[config.mk]
export PLATFORM = sky130hd
export DESIGN_NAME = mpx_lsu
export DESIGN_NICKNAME = d
export VERILOG_FILES = /design/src/rtl/mpx_lsu_pkg.sv /design/src/rtl/mpx_lsu_align.sv /design/src/rtl/mpx_lsu.sv
export SDC_FILE = /design/constraint.sdc
export NUM_CORES = 1
export LEC_CHECK = 0
export ABC_AREA = 0
export BUFFER_PORTS_ARGS = -buffer_cell sky130_fd_sc_hd__buf_2
export CORE_MARGIN = 5
export CORE_UTILIZATION = 40
export DETAILED_ROUTE_END_ITERATION = 6
export PLACE_DENSITY = 0.67
export RECOVER_POWER = 100
export SLEW_MARGIN = 10
export SYNTH_ARGS = -nofsm -noshare
export SYNTH_HDL_FRONTEND = slang
export SYNTH_SLANG_ARGS = --single-unit
[constraint.sdc]
create_clock -name clk_i -period 3.2 [get_ports clk_i]
set_input_delay 0.16 -clock clk_i [delete_from_list [all_inputs] [get_ports clk_i]]
set_output_delay 0.16 -clock clk_i [all_outputs]
set_load 0.01 [all_outputs]
[src/rtl/mpx_lsu_pkg.sv]
// MPX load/store unit shared definitions.
// Opcode constants, instruction field ranges and LSU FSM encodings.
package mpx_lsu_pkg;

  localparam int OPCODE_INST_R_HI = 31;
  localparam int OPCODE_INST_R_LO = 26;
  localparam int OPCODE_IMM_R_HI  = 15;
  localparam int OPCODE_IMM_R_LO  = 0;

  localparam logic [5:0] INSTR_I_LB  = 6'h20;
  localparam logic [5:0] INSTR_I_LH  = 6'h21;
  localparam logic [5:0] INSTR_I_LW  = 6'h23;
  localparam logic [5:0] INSTR_I_LBU = 6'h24;
  localparam logic [5:0] INSTR_I_LHU = 6'h25;
  localparam logic [5:0] INSTR_I_SB  = 6'h28;
  localparam logic [5:0] INSTR_I_SH  = 6'h29;
  localparam logic [5:0] INSTR_I_SW  = 6'h2B;

  typedef enum logic [1:0] {
    LSU_IDLE = 2'd0,
    LSU_REQ  = 2'd1,
    LSU_WAIT = 2'd2
  } lsu_state_t;

  function automatic logic is_load(input logic [5:0] op);
    return op inside {INSTR_I_LB, INSTR_I_LH, INSTR_I_LW,
                      INSTR_I_LBU, INSTR_I_LHU};
  endfunction

  function automatic logic is_store(input logic [5:0] op);
    return op inside {INSTR_I_SB, INSTR_I_SH, INSTR_I_SW};
  endfunction

endpackage

[src/rtl/mpx_lsu_align.sv]
// MPX LSU lane steering: store replication/strobes and
// load byte/half extraction with sign or zero extension.
module mpx_lsu_align
  import mpx_lsu_pkg::*;
(
  input  logic [5:0]  st_op,
  input  logic [1:0]  st_addr,
  input  logic [31:0] st_data,
  input  logic [5:0]  ld_op,
  input  logic [1:0]  ld_addr,
  input  logic [31:0] ld_data,
  output logic [31:0] wr_data,
  output logic [3:0]  wr_strb,
  output logic [31:0] ld_value
);

  logic [7:0]  ld_byte;
  logic [15:0] ld_half;

  always_comb begin
    wr_data = st_data;
    wr_strb = 4'b0000;
    unique case (1'b1)
      st_op == INSTR_I_SB: begin
        wr_data = {4{st_data[7:0]}};
        wr_strb = 4'b0001 << st_addr;
      end
      st_op == INSTR_I_SH: begin
        wr_data = {2{st_data[15:0]}};
        wr_strb = 4'b0011 << {st_addr[1], 1'b0};
      end
      st_op == INSTR_I_SW: begin
        wr_strb = 4'b1111;
      end
      default: ;
    endcase
  end

  always_comb begin
    ld_byte = ld_data[7:0];
    unique case (ld_addr)
      2'd1:    ld_byte = ld_data[15:8];
      2'd2:    ld_byte = ld_data[23:16];
      2'd3:    ld_byte = ld_data[31:24];
      default: ld_byte = ld_data[7:0];
    endcase
    ld_half = ld_addr[1] ? ld_data[31:16] : ld_data[15:0];
  end

  always_comb begin
    ld_value = ld_data;
    unique case (1'b1)
      ld_op == INSTR_I_LB:  ld_value = {{24{ld_byte[7]}}, ld_byte};
      ld_op == INSTR_I_LBU: ld_value = {24'd0, ld_byte};
      ld_op == INSTR_I_LH:  ld_value = {{16{ld_half[15]}}, ld_half};
      ld_op == INSTR_I_LHU: ld_value = {16'd0, ld_half};
      default:              ld_value = ld_data;
    endcase
  end

endmodule

[src/rtl/mpx_lsu.sv]
// MPX load/store stage: one MIPS-I data access per memory op.
// Define MPX_LSU_ALIGN_FAULT_EN to fault misaligned half/word ops.
module mpx_lsu
  import mpx_lsu_pkg::*;
#(
  parameter int MEM_ID_W = 4
) (
  input  logic                clk_i,
  input  logic                rst_i,
  input  logic                opcode_valid_i,
  input  logic [31:0]         opcode_opcode_i,
  input  logic [31:0]         opcode_pc_i,
  input  logic [31:0]         opcode_rs_operand_i,
  input  logic [31:0]         opcode_rt_operand_i,
  input  logic                hold_i,
  output logic [31:0]         mem_addr_o,
  output logic [31:0]         mem_data_wr_o,
  output logic                mem_rd_o,
  output logic [3:0]          mem_wr_o,
  output logic [MEM_ID_W-1:0] mem_req_tag_o,
  input  logic                mem_accept_i,
  input  logic                mem_ack_i,
  input  logic [MEM_ID_W-1:0] mem_resp_tag_i,
  input  logic [31:0]         mem_data_rd_i,
  input  logic                mem_error_i,
  output logic                stall_o,
  output logic                writeback_valid_o,
  output logic [31:0]         writeback_value_o,
  output logic                fault_o,
  output logic [31:0]         fault_addr_o
);

  lsu_state_t state_q, state_d;

  logic [5:0]          op;
  logic [15:0]         imm;
  logic [31:0]         ea;
  logic                mem_op;
  logic                misalign;
  logic [5:0]          op_q;
  logic [31:0]         addr_q;
  logic [MEM_ID_W-1:0] tag_q;
  logic [MEM_ID_W-1:0] wait_tag;
  logic                accepted;
  logic                done;
  logic                capture;
  logic                issue;
  logic [31:0]         wr_data;
  logic [3:0]          wr_strb;
  logic [31:0]         ld_value;
  logic                unused_ok;

  assign op  = opcode_opcode_i[OPCODE_INST_R_HI:OPCODE_INST_R_LO];
  assign imm = opcode_opcode_i[OPCODE_IMM_R_HI:OPCODE_IMM_R_LO];
  assign ea  = opcode_rs_operand_i + {{16{imm[15]}}, imm};
  assign mem_op = is_load(op) | is_store(op);
  assign unused_ok = ^{opcode_pc_i, opcode_opcode_i[25:16]};

`ifdef MPX_LSU_ALIGN_FAULT_EN
  always_comb begin
    misalign = 1'b0;
    unique case (1'b1)
      op == INSTR_I_LH,
      op == INSTR_I_LHU,
      op == INSTR_I_SH: misalign = ea[0];
      op == INSTR_I_LW,
      op == INSTR_I_SW: misalign = |ea[1:0];
      default:          misalign = 1'b0;
    endcase
  end
`else
  assign misalign = 1'b0;
`endif

  // tag_q already advanced on accept; WAIT matches the previous tag
  assign wait_tag = tag_q - MEM_ID_W'(1);
  assign accepted = (state_q == LSU_REQ) & mem_accept_i;
  assign done = mem_ack_i &
    (((state_q == LSU_WAIT) & (mem_resp_tag_i == wait_tag)) |
     (accepted & (mem_resp_tag_i == tag_q)));

  assign stall_o = (state_q != LSU_IDLE) &
    ~((state_q == LSU_WAIT) & mem_ack_i &
      (mem_resp_tag_i == wait_tag));

  assign capture = opcode_valid_i & mem_op & ~hold_i & ~stall_o;
  assign issue   = capture & ~misalign;

  mpx_lsu_align u_align (
    .st_op    (op),
    .st_addr  (ea[1:0]),
    .st_data  (opcode_rt_operand_i),
    .ld_op    (op_q),
    .ld_addr  (addr_q[1:0]),
    .ld_data  (mem_data_rd_i),
    .wr_data  (wr_data),
    .wr_strb  (wr_strb),
    .ld_value (ld_value)
  );

  always_comb begin
    state_d = state_q;
    unique case (state_q)
      LSU_IDLE: if (issue) state_d = LSU_REQ;
      LSU_REQ:  if (accepted) state_d = done ? LSU_IDLE : LSU_WAIT;
      LSU_WAIT: if (done) state_d = issue ? LSU_REQ : LSU_IDLE;
      default:  state_d = LSU_IDLE;
    endcase
  end

  always_ff @(posedge clk_i) begin
    if (rst_i) begin
      state_q           <= LSU_IDLE;
      op_q              <= '0;
      addr_q            <= '0;
      tag_q             <= '0;
      mem_addr_o        <= '0;
      mem_data_wr_o     <= '0;
      mem_rd_o          <= 1'b0;
      mem_wr_o          <= '0;
      writeback_valid_o <= 1'b0;
      writeback_value_o <= '0;
      fault_o           <= 1'b0;
      fault_addr_o      <= '0;
    end else begin
      state_q           <= state_d;
      writeback_valid_o <= 1'b0;
      fault_o           <= 1'b0;
      if (accepted) begin
        mem_rd_o <= 1'b0;
        mem_wr_o <= '0;
        tag_q    <= tag_q + MEM_ID_W'(1);
      end
      if (done) begin
        if (mem_error_i) begin
          fault_o      <= 1'b1;
          fault_addr_o <= addr_q;
        end else if (is_load(op_q)) begin
          writeback_valid_o <= 1'b1;
          writeback_value_o <= ld_value;
        end
      end
      if (capture) begin
        if (misalign) begin
          fault_o      <= 1'b1;
          fault_addr_o <= ea;
        end else begin
          op_q          <= op;
          addr_q        <= ea;
          mem_addr_o    <= {ea[31:2], 2'b00};
          mem_data_wr_o <= wr_data;
          mem_rd_o      <= is_load(op);
          mem_wr_o      <= is_store(op) ? wr_strb : 4'b0000;
        end
      end
    end
  end

  assign mem_req_tag_o = tag_q;

endmodule

==> flow_summary.ini, run 1 <==
[run_status]
run_status = finished, final reports clean

[clocking]
htree_levels = 4
post_cts_buffers = 0
cts_tree = done
cts_buffer_depth = 2
insertion_delay_ns = 0.42
clock_sinks = 147
cts-root-buf = clkbuf_16
cts_buffers = 17
path_clk_slew_ns = 0.06

[yosys]
synth-main-ff-cell = dfxtp_1
synth_most_common_cell = dfxtp_1
async_flop_share_pct = 0
yosys.area.top_type_share_pct = 35.6
yosys-top-cells-count = dfxtp_1, nand2_1, nor2_1
ys_warn_count = 0
synth_area_mm2 = 0.00826
synth_area_leaders = dfxtp_1, mux2i_1, a21oi_1
seq_area_frac_synth_pct = 35.6
synth_top_area_cell = dfxtp_1
avgSynthCellArea_um2 = 8.32
ys_seq_elements = 147
synth_edf_count = 0
synth_cell_type_count = 70
syn_inst = 992

[run]
drv_cap = 0

[timing]
fin_ws_ns = 0.255
max_slew.worst_pin.slew_ns = 0.790
period_share_pct = 92.0
drv_slew = 0
setup-violations-final = 0
timing.slew.headroom_pct = 47.2
rsz0062_at_grt = no
skew_ns = 0.00731
hold_slack_ns = 0.0215
fin_crit_ns = 2.94
timing.final.hold_violations = 0
fmax_mhz = 340
finalSetupTns_ns = 0

[place]
place.gp.congestion = 0.877
pre_cts_slack_ns = 0.323
dpl.cell_count = 1444
place_area_mm2 = 0.00948
portBuffers = 266
dpl.hpwl_um = 18400

[layout]
fin_area_mm2 = 0.00997
num_antenna_cells = 0
nets = 1409
multi_input_area_mm2 = 0.00466
fill_cells = 2079
fin_cells = 1487
drive_gt1_share_pct = 15.9
regArea_mm2 = 0.00294
syn_to_final_growth_pct = 20.7
fin_util_pct = 49.1

[drt]
drc = 0
vias_per_cell = 5.27
firstDrtPassIters = 5
antenna_left = 0
drt_iter0_markers = 386
vias = 7842
drt-total-wl_um = 24800
wl_per_cell_um = 16.7

[pwr]
p_switching_mw = 1.20
powerDensity_mw_per_mm2 = 451
vdd_ir_drop_max_uv = 341
swShare_pct = 26.7
clkPwrFrac_pct = 44.1
finalPower_mw = 4.49
leakagePower_nw = 3.99
seq_power_share_pct = 41.5
combPwrFrac_pct = 14.5
power.internal_mw = 3.29

[critical_path]
worstSetupStartpointType = flop
r2r_start = mem_req_tag_o[0]
crit_type = reg2reg
required_ns = 3.50
reg2reg_to = addr_q[20]
reg2reg_depth = 9
cp_max_fo = 32
crit_path_end_kind = flop
ff2ff_setup_slack_ns = 0.26
critPathArrivalTime_ns = 3.25

[die]
initial_core_util_pct = 40.7
die_h_um = 154
dieWidth_um = 154
io_pins = 311
row_count = 52
die_area_mm2 = 0.0236
core-area_mm2 = 0.0203

[grt]
grt_use_total_pct = 20.2
grt_antenna_before_repair = 0
grt_max_degree = 59
first_global_vias = 7447
grt_pass1_wl_um = 39400
overflow = 0

[hold_path]
hold_class = in2reg
worstHoldPathCells = 3
holdPathEnd = writeback_value_o[22]
worstHoldStart = mem_data_rd_i[22]
-- power groups by stage --
| stage | combinational (mW) | clock [mW] | sequential, mW |
|---|---|---|---|
| global route | 0.717 | 2.12 | 1.86 |
| CTS | 0.649 | 2.02 | 1.86 |
| global placement | 0.632 | 0 | 1.90 |
| floorplan | 0.441 | 0 | 1.90 |
| detailed placement | 0.633 | 0 | 1.90 |
| finish | 0.650 | 1.98 | 1.86 |
-- what timing repair did --
item                                   4_1_cts  5_1_grt
hold buffers                                11        0
endpoints found under the hold margin       11        0
gates resized for setup                      0        0
-- worst max path at each step --
| stage | slack [ns] | from | cells after the start | to |
|---|---|---|---|---|
| finish | 0.26 | mem_req_tag_o[0] | 9 | addr_q[20] |
| global route | 0.06 | mem_req_tag_o[0] | 9 | addr_q[20] |
| global placement | 0.38 | mem_req_tag_o[0] | 10 | mem_rd_o |
| detailed placement | 0.32 | mem_req_tag_o[0] | 9 | addr_q[20] |
| CTS | 0.29 | mem_req_tag_o[0] | 9 | addr_q[20] |
| floorplan | 0.81 | mem_req_tag_o[0] | 10 | addr_q[30] |
-- final cells by class --
| cell class | instances | area share [%] |
|---|---|---|
| Tap cell | 270 | 3.39 |
| Sequential cell | 147 | 29.5 |
| Clock buffer | 22 | 4.56 |
| Clock inverter | 10 | 1.24 |
| Timing Repair Buffer | 293 | 13.8 |
| Multi-Input combinational cell | 727 | 46.8 |
| Inverter | 18 | 0.678 |
-- sequential cells by signal, indices dropped and copies added, names as in the netlist --
register / count
addr_q: 32
mem_data_wr_o: 32
fault_o: 1
mem_wr_o: 4
state_q: 2
writeback_valid_o: 1
mem_req_tag_o: 4
writeback_value_o: 32
mem_rd_o: 1
fault_addr_o: 32
op_q: 6
-- layout by cell type, fill, tap and decap left out, types with 4 or more instances in the layout --
cell type / n
o221ai_1: 4
o2111ai_1: 8
nand2b_1: 11
clkbuf_1: 145
o21ai_0: 20
xor2_1: 13
ha_1: 33
a21oi_1: 97
o22ai_1: 25
xnor2_1: 16
a21o_1: 10
dlygate4sd3_1: 11
nor2_1: 111
a31oi_1: 9
a211oi_1: 37
nand4_1: 8
mux4_2: 7
nand3_1: 27
dfxtp_1: 147
and3_1: 4
inv_1: 18
clkbuf_16: 17
nand2_1: 127
buf_2: 127
o21a_1: 10
o21bai_1: 5
mux2i_1: 65
or3_1: 5
clkinvlp_4: 5
o211ai_1: 14
nor4_1: 5
buf_4: 14
nor3_1: 8
-- critical path: stages (launching register included) --
cell and delay (ns):
dfxtp_1 0.48, inv_1 0.08, ha_1 0.32, xnor2_1 0.13, nor3b_1 0.21, nand4_1 0.16
o21a_1 0.19, or2_2 0.58, or3_1 0.39, o311ai_0 0.28
-- logic make-up after synthesis --
| logic type | after synthesis | share of synthesized area, % |
|---|---|---|
| multiplexers | 72 | 9.79 |
| AND/OR/NAND/NOR | 333 | 18.3 |
| other | 1 | 0.0454 |
| AO/OA/AOI/OAI | 257 | 19.9 |
| flip-flops | 147 | 35.6 |
| XOR/XNOR | 29 | 3.08 |
| buffers and inverters | 119 | 8.03 |
| adder cells (fa/ha/maj) | 34 | 5.24 |
-- layer usage --
layer / vias up / part of all wire (%) / global-route usage, %
li1: 3941 / - / -
met1: 3628 / 46 / 27.3
met2: 244 / 47 / 32.6
met3: 29 / 5.7 / 3.96
met4: 0 / 1.9 / 6.77
met5: - / 0 / 0
(Power assumes the default switching activity.)
==> run 2: changes to the inputs <==
--- a/config.mk
+++ b/config.mk
@@ -10,9 +10,10 @@
 export CORE_MARGIN = 5
 export CORE_UTILIZATION = 40
 export DETAILED_ROUTE_END_ITERATION = 6
-export PLACE_DENSITY = 0.67
+export PLACE_DENSITY = 0.66
 export RECOVER_POWER = 100
 export SLEW_MARGIN = 10
 export SYNTH_ARGS = -nofsm -noshare
 export SYNTH_HDL_FRONTEND = slang
+export SYNTH_HIERARCHICAL = 1
 export SYNTH_SLANG_ARGS = --single-unit
==> run 2 against run 1 <==
Net effect: global-route usage increased by 1.3 points; die area increased by 5.7%; hold slack improved by 0.0079 ns; sequential share of layout area decreased by 1.4 points; worst setup slack improved by 0.13 ns; register-to-register slack improved by 0.13 ns; via count increased by 9.4%; clock-buffer cell count decreased by 3; first-iteration DRC count increased by 74%; clock skew increased by 0.0056 ns; synthesized cell count increased by 10%; power increased by 3.5%.
==> flow_summary.ini, run 2 <==
[timing]
finalSetupTns_ns = 0
rsz0062_at_grt = no
timing.final.hold_violations = 0
max_slew.worst_pin.slew_ns = 0.896
fin_crit_ns = 2.82
setup-violations-final = 0
timing.slew.headroom_pct = 40.3
fmax_mhz = 355
drv_slew = 0
period_share_pct = 88.0
skew_ns = 0.0129
hold_slack_ns = 0.0295

[clocking]
cts_tree = done
cts_buffers = 17
post_cts_buffers = 0
cts_buffer_depth = 2
cts-root-buf = clkbuf_16
path_clk_slew_ns = 0.06
htree_levels = 4
ctsHoldBuffers = 2
clock_sinks = 147
cts_resized = 0
insertion_delay_ns = 0.42

[drt]
vias_per_cell = 5.42
drc = 0
antenna_left = 0
wl_per_cell_um = 17.7
vias = 8577
drt_iter0_markers = 673
drt-total-wl_um = 27900
firstDrtPassIters = 5

[layout]
fin_area_mm2 = 0.0105
nets = 1495
layout_common_cells = nand2_1, dfxtp_1, clkbuf_1
drive_gt1_share_pct = 17.8
syn_to_final_growth_pct = 19.3
num_antenna_cells = 0
final_common_cell = nand2_1

[critical_path]
critPathArrivalTime_ns = 3.10
cp_slowest_stage_delay_ns = 0.53
reg2reg_depth = 10
cp_slowest_cell = nand3_2
reg2reg_to = writeback_value_o[6]
ff2ff_setup_slack_ns = 0.38
crit_family = simple AND/OR/NAND/NOR gates
worstPathCellList = inv_1, ha_1, xnor2_1, nor4_1, nand3_1, o41ai_2, nand3_2, buf_12, mux2i_1, nor2_1
worstSetupStartpointType = flop
crit_path_end_kind = flop
required_ns = 3.48
cp_max_fo = 19
r2r_start = mem_req_tag_o[0]
path_buf_inv = 2
crit_type = reg2reg

[hold_path]
hold_class = in2reg
worstHoldPathCells = 3
holdPathEnd = mem_data_wr_o[4]
worstHoldStart = opcode_rt_operand_i[4]

[yosys]
synth_top_area_cell = dfxtp_1
synth_most_common_cell = nand2_1
yosys-top-cells-count = nand2_1, dfxtp_1, a21oi_1
synth_area_leaders = dfxtp_1, nand2_1, a21oi_1
synth_cell_type_count = 74
synth_area_mm2 = 0.00876
async_flop_share_pct = 0
syn_inst = 1096
synth-main-ff-cell = dfxtp_1
seq_area_frac_synth_pct = 33.6
ys_warn_count = 6
avgSynthCellArea_um2 = 7.99
yosys.area.top_type_share_pct = 33.6
synth_edf_count = 0
ys_seq_elements = 147

[die]
initial_core_util_pct = 40.4
row_count = 54
die_area_mm2 = 0.0250
core-area_mm2 = 0.0217
io_pins = 311
die_h_um = 158
dieWidth_um = 158

[grt]
first_global_vias = 8066
overflow = 0
grt_antenna_before_repair = 0
globalRouteMet3Util_pct = 4.24
grt_use_met2_pct = 35.4
grt_max_degree = 75
grt_pass1_wl_um = 43100
grt_use_total_pct = 21.6
top_usage_layer = met2
grt_util_met1_pct = 28.7

[pwr]
swShare_pct = 27.1
vdd_ir_drop_max_uv = 327
powerDensity_mw_per_mm2 = 445
p_switching_mw = 1.26
leakagePower_nw = 4.19
seq_power_share_pct = 40.0
combPwrFrac_pct = 14.9
clkPwrFrac_pct = 45.1
finalPower_mw = 4.65
power.internal_mw = 3.39

[run]
drv_cap = 0

[run_status]
run_status = finished, final reports clean

[place]
portBuffers = 266
place_area_mm2 = 0.0100
dpl.hpwl_um = 20800
place.gp.congestion = 0.902
[run 2: cell types whose count changed after synthesis, sizes merged, moves of 13 or more]
cell | previous run | this run
nor3 | 9 | 22
nand2 | 127 | 207
a211oi | 38 | 14
a221o | 0 | 16
a21oi | 97 | 122
mux2i | 65 | 37
o21ai | 24 | 54
nor4b | 0 | 13
nor2 | 113 | 90
mux2 | 0 | 24
o22ai | 25 | 4
[run 2: power by group through the flow]
stage	Sequential (mW)	Clock, mW	Combinational (mW)
2_1_floorplan	1.90	0	0.465
3_3_place_gp	1.90	0	0.687
3_5_place_dp	1.90	0	0.689
4_1_cts	1.86	2.15	0.695
5_1_grt	1.86	2.23	0.767
6_report	1.86	2.10	0.695
[run 2: per-layer routing]
| layer | up-vias | part of all wire, % |
|---|---|---|
| li1 | 4247 | - |
| met1 | 3949 | 43 |
| met2 | 342 | 48 |
| met3 | 39 | 7.4 |
| met4 | 0 | 2.3 |
| met5 | - | 0 |
[run 2: area by class of cell]
cell class                      instances  area [µm²]
Clock inverter                         13         174
Sequential cell                       147        2940
Tap cell                              280         350
Inverter                               21        78.8
Timing Repair Buffer                  285        1330
Multi-Input combinational cell        818        5130
Fill cell                            2188       11200
Clock buffer                           19         443
[run 2: logic make-up (layout without fill, tap and decap cells)]
| group | after synthesis | count (layout) | share of synthesized area [%] |
|---|---|---|---|
| AND/OR/NAND/NOR | 418 | 418 | 21.9 |
| AO/OA/AOI/OAI | 269 | 269 | 19.6 |
| flip-flops | 147 | 147 | 33.6 |
| buffers and inverters | 132 | 338 | 7.88 |
| multiplexers | 69 | 69 | 9.37 |
| adder cells (fa/ha/maj) | 34 | 34 | 4.94 |
| XOR/XNOR | 26 | 26 | 2.60 |
| other | 1 | 2 | 0.0428 |
[run 2: worst max path at each step]
stage	startpoint	to	cells after the start	slack [ns]
CTS	mem_req_tag_o[0]	writeback_value_o[4]	10	0.45
floorplan	mem_req_tag_o[0]	addr_q[24]	9	0.83
detailed placement	mem_req_tag_o[0]	writeback_value_o[4]	10	0.47
finish	mem_req_tag_o[0]	writeback_value_o[6]	10	0.38
global placement	opcode_opcode_i[0]	addr_q[26]	10	0.47
global route	mem_req_tag_o[0]	mem_data_wr_o[15]	9	0.12
[run 2: worst register-to-register path: stages (launching register included)]
cell,delay [ns]
dfxtp_1,0.43
inv_1,0.11
ha_1,0.33
xnor2_1,0.14
nor4_1,0.26
nand3_1,0.17
o41ai_2,0.13
nand3_2,0.53
buf_12,0.36
mux2i_1,0.19
nor2_1,0.05
[run 2: through the flow]
stage / std cells / worst slack (ns) / utilization (%)
floorplan: 1097 / 0.834 / -
global placement: 1549 / 0.470 / 46.2
detailed placement: 1549 / 0.470 / 46.2
CTS: 1583 / 0.455 / 49.1
global route: 1583 / 0.124 / 48.2
finish: 1583 / 0.383 / 48.2
